[src/rtl/seven_seg_scan.sv]
// rtl/seven_seg_scan.sv - four-digit multiplexed seven-segment driver with shadow capture
// Anti-ghosting blanking, leading-zero suppression and a dash glyph for invalid BCD.
module seven_seg_scan #(
  parameter int REFRESH_DIV  = 100000,
  parameter int BLANK_CYCLES = 1000
) (
  input  logic       clk_in,
  input  logic       sw,
  input  logic       load,
  input  logic [3:0] digit0,
  input  logic [3:0] digit1,
  input  logic [3:0] digit2,
  input  logic [3:0] digit3,
  input  logic [3:0] dp_mask,
  input  logic       lzb,
  output logic [6:0] seg,
  output logic       dp,
  output logic [3:0] an,
  output logic       slot_tick
);

  localparam int CW = (REFRESH_DIV > 1) ? $clog2(REFRESH_DIV) : 1;
  localparam logic [CW-1:0] LAST    = CW'(REFRESH_DIV - 1);
  localparam logic [CW-1:0] BLANK_V = CW'(BLANK_CYCLES);

  logic [CW-1:0]   cnt_q, cnt_d;
  logic [1:0]      idx_q, idx_d;
  logic [3:0][3:0] sd_q, sd_d;
  logic [3:0]      dpm_q, dpm_d;
  logic [3:0]      an_q, an_d;
  logic [6:0]      seg_q, seg_d;
  logic            dp_q, dp_d;
  logic            tick_q, tick_d;

  logic            slot_blank;
  logic [3:0]      lead_blank;
  logic            zero3, zero2, zero1;

  function automatic logic [6:0] glyph(input logic [3:0] v);
    case (v)
      4'd0:    glyph = 7'b1000000;
      4'd1:    glyph = 7'b1111001;
      4'd2:    glyph = 7'b0100100;
      4'd3:    glyph = 7'b0110000;
      4'd4:    glyph = 7'b0011001;
      4'd5:    glyph = 7'b0010010;
      4'd6:    glyph = 7'b0000010;
      4'd7:    glyph = 7'b1111000;
      4'd8:    glyph = 7'b0000000;
      4'd9:    glyph = 7'b0010000;
      default: glyph = 7'b0111111;
    endcase
  endfunction

  always_comb begin
    cnt_d = cnt_q;
    idx_d = idx_q;
    sd_d  = sd_q;
    dpm_d = dpm_q;

    if (cnt_q == LAST) begin
      cnt_d = '0;
      idx_d = idx_q + 2'd1;
    end else begin
      cnt_d = cnt_q + CW'(1);
    end

    if (load) begin
      sd_d  = {digit3, digit2, digit1, digit0};
      dpm_d = dp_mask;
    end

    // A digit is suppressed only when it and every digit to its left are exactly zero.
    zero3      = (sd_q[3] == 4'd0);
    zero2      = zero3 && (sd_q[2] == 4'd0);
    zero1      = zero2 && (sd_q[1] == 4'd0);
    lead_blank = {zero3, zero2, zero1, 1'b0} & {4{lzb}};

    slot_blank = (cnt_q < BLANK_V);
    an_d       = slot_blank ? 4'b1111 : ~(4'b0001 << idx_q);
    seg_d      = (slot_blank || lead_blank[idx_q]) ? 7'b1111111 : glyph(sd_q[idx_q]);
    dp_d       = slot_blank ? 1'b1 : ~dpm_q[idx_q];
    tick_d     = (cnt_q == LAST);
  end

  always_ff @(posedge clk_in) begin
    if (sw) begin
      cnt_q  <= '0;
      idx_q  <= 2'd0;
      sd_q   <= '0;
      dpm_q  <= 4'd0;
      an_q   <= 4'b1111;
      seg_q  <= 7'b1111111;
      dp_q   <= 1'b1;
      tick_q <= 1'b0;
    end else begin
      cnt_q  <= cnt_d;
      idx_q  <= idx_d;
      sd_q   <= sd_d;
      dpm_q  <= dpm_d;
      an_q   <= an_d;
      seg_q  <= seg_d;
      dp_q   <= dp_d;
      tick_q <= tick_d;
    end
  end

  assign an        = an_q;
  assign seg       = seg_q;
  assign dp        = dp_q;
  assign slot_tick = tick_q;

endmodule
[config.mk]
export PLATFORM = sky130hd
export DESIGN_NAME = seven_seg_scan
export DESIGN_NICKNAME = d
export VERILOG_FILES = /design/src/rtl/seven_seg_scan.sv
export SDC_FILE = /design/constraint.sdc
export NUM_CORES = 1
export LEC_CHECK = 0
export CAP_MARGIN = 40
export CORE_UTILIZATION = 53
export DETAILED_ROUTE_END_ITERATION = 12
export HOLD_SLACK_MARGIN = 0.03
export PLACE_DENSITY = 0.81
export SYNTH_ARGS = -nofsm -noshare
export SYNTH_HDL_FRONTEND = slang
export SYNTH_SLANG_ARGS = --single-unit
[constraint.sdc]
create_clock -name clk_in -period 2.6 [get_ports clk_in]
set_clock_uncertainty 0.2 [all_clocks]
set_input_delay 0.26 -clock clk_in [delete_from_list [all_inputs] [get_ports clk_in]]
set_output_delay 0.26 -clock clk_in [all_outputs]
set_load 0.01 [all_outputs]
==> metrics.cfg <==
[die]
start_util_pct = 56.8
die_x_um = 68.4
ioPinCount = 37
rows = 23
die_y_um = 68.4
dieArea_mm2 = 0.00468
coreArea_mm2 = 0.00412

[yosys]
syn_inst = 242
syn_area_per_cell_um2 = 9.66
async_flop_share_pct = 0
synthDistinctLibCells = 40
synth_flop_cell = dfxtp_1
syn-num-nets = 276
synth-seq-area-share_pct = 44.5
ys_warn_count = 0
synth-edff-count = 0
ys_ff_latch = 52
synth_area_mm2 = 0.00234

[timing]
worstMarginPinSlew_ns = 0.522
rsz0062_at_grt = no
report.final.slew_viol_count = 0
whs_ns = 0.296
hold_viol = 0
clock.fmax_mhz = 445
setup-tns-final_ns = 0
relSlewSlack_pct = 65.1
setup_viol = 0
period_needed_ns = 2.25
period_share_pct = 86.5

[drt]
avgRoutedWirePerCell_um = 13.5
ant_nets = 0
vias = 1791
drtIter0Drc = 113
drt_pre_antenna_iters = 4
wl_um = 4450
drc = 0
vias_per_cell = 5.44

[global_routing]
grt_max_degree = 25
grt_pass1_vias = 1671
antenna_found_initial = 0
track_usage_pct = 21.4
grt_pass1_wl_um = 7370
grt-ovfl-total = 0

[placed_design]
post-place-cells = 321
port_buffers = 36
gp_congestion = 0.819
dp_hpwl_um = 3330
placed_cell_area_mm2 = 0.00273

[clock_network]
cts_setup_buffers = 0
h-tree-depth = 2
cts_tree = yes
path_clk_slew_ns = 0.10
cts_buffers = 5
clock_sinks = 52
cts_resized = 0
clk_latency_ns = 0.31
clk_root_buffer_cell = clkbuf_8
postCtsHoldBufs = 0
cts_max_path_buffers = 2

[worst_setup_path]
worstPathArrival_ns = 2.23
start_kind = flip-flop
path_class = flip-flop to flip-flop
cp.required_ns = 2.58
path_max_fanout = 11
r2r.worst_path.cells = 4
crit_path_end_kind = flip-flop

[finish]
layout-drive-gt1-share_pct = 8.96
syn_to_final_growth_pct = 20.5
antenna_cells = 0
stdcell_count = 329
final_area_mm2 = 0.00282
n_fill_cell = 333
final_nets = 312

[hold_path]
min_delay_path_depth = 1
hold_path_class = flip-flop to flip-flop

[pwr]
leakagePower_nw = 1.08
vdd_ir_drop_max_mv = 0.412
p_per_area_mw_per_mm2 = 511

[run]
maxCapViolCount = 0

[run_status]
status = finished clean

cell usage after synthesis (2+ instances only):
| master | n | share of area, % |
|---|---|---|
| dfxtp_1 | 52 | 45 |
| nor2_1 | 39 | 6.3 |
| mux2i_1 | 21 | 9.0 |
| nand3_1 | 12 | 2.6 |
| nand2_1 | 11 | 1.8 |
| ha_1 | 10 | 5.4 |
| inv_1 | 10 | 1.6 |
| a21oi_1 | 8 | 1.7 |
| o21ai_0 | 7 | 1.5 |
| clkbuf_1 | 6 | 0.96 |
| xnor2_1 | 6 | 2.2 |
| mux4_2 | 5 | 4.8 |
| nor4_1 | 5 | 1.3 |
| or4_1 | 5 | 1.6 |
| xor2_1 | 5 | 1.9 |
| nand4_1 | 4 | 1.1 |
| nor3_1 | 4 | 0.86 |
| o211ai_1 | 3 | 0.96 |
| o31ai_1 | 3 | 0.96 |
| and2_1 | 2 | 0.54 |
| and3_1 | 2 | 0.54 |
| buf_2 | 2 | 0.43 |
| or2_2 | 2 | 0.54 |
| or3_1 | 2 | 0.54 |
placed cells by master (no fill, tap or decap), types with 5 or more instances in the layout:
cell type,instances
or4_1,5
nand2_1,11
ha_1,10
nor2_1,39
dfxtp_1,52
a21oi_1,8
inv_1,10
clkbuf_8,5
xnor2_1,6
mux2i_1,21
o21ai_0,7
nor4_1,5
clkdlybuf4s50_1,36
nand3_1,12
xor2_1,5
mux4_2,5
through the flow:
step	worst slack [ns]	utilization, %	power (W)
floorplan	0.505	-	0.000935
global placement	0.392	66.2	0.000984
detailed placement	0.359	66.2	0.000989
CTS	0.347	68.4	0.00145
global route	0.254	68.4	0.00150
finish	0.352	68.4	0.00144
critical path, cell delays in order (launching register included):
cell     delay (ns)
dfxtp_1        0.50
mux4_2         0.67
or3b_2         0.54
o31ai_1        0.09
nand3_1        0.11
power breakdown:
part / total, W / leakage, nW / internal [W] / switching (W)
combinational: 0.000136 / 0.609 / 0.0000763 / 0.0000601
clock: 0.000467 / 0.0485 / 0.000193 / 0.000274
sequential: 0.000835 / 0.424 / 0.000818 / 0.0000165
cells by family (layout without fill, tap and decap cells):
| kind of cell | Yosys count | count (layout) | synth area share [%] |
|---|---|---|---|
| multiplexers | 27 | 27 | 14.3 |
| adder cells (fa/ha/maj) | 10 | 10 | 5.35 |
| XOR/XNOR | 11 | 11 | 4.12 |
| AND/OR/NAND/NOR | 96 | 96 | 20.4 |
| AO/OA/AOI/OAI | 25 | 25 | 6.91 |
| buffers and inverters | 21 | 58 | 4.39 |
| flip-flops | 52 | 52 | 44.5 |
sequential cells by signal, indices dropped and copies added, names as in the netlist:
signal,count
cnt_q,17
sd_q,16
seg,7
an,4
dpm_q,4
idx_q,2
dp,1
slot_tick,1
final cells by class:
cell class	instances	area (µm²)	share of cell area, %
multi-input cells	169	1190	42.4
flip-flops and latches	52	1040	37.0
repair buffers	40	390	13.9
clock buffers	5	68.8	2.44
well taps	50	62.6	2.22
inverters	10	37.5	1.33
clock inverters	3	22.5	0.800
path summary, 6_finish.rpt:
check,slack [ns],from,endpoint
worst max register to register,0.35,idx_q[0]$_SDFFE_PP0P_,seg[5]$_SDFF_PP1_
worst min register to register,0.30,cnt_q[0]$_SDFF_PP0_,cnt_q[0]$_SDFF_PP0_
worst min-delay path,0.30,cnt_q[0]$_SDFF_PP0_,cnt_q[0]$_SDFF_PP0_
worst max-delay path,0.35,idx_q[0]$_SDFFE_PP0P_,seg[5]$_SDFF_PP1_
metal layers:
metal | share of wire (%) | GRT usage, % | vias to the layer above
met2 | 45 | 32.5 | 42
li1 | - | - | 915
met1 | 50 | 28.6 | 827
met4 | 1.8 | 10.9 | 0
met5 | 0 | 0 | -
met3 | 3.4 | 4.17 | 7
(Power assumes the default switching activity.)
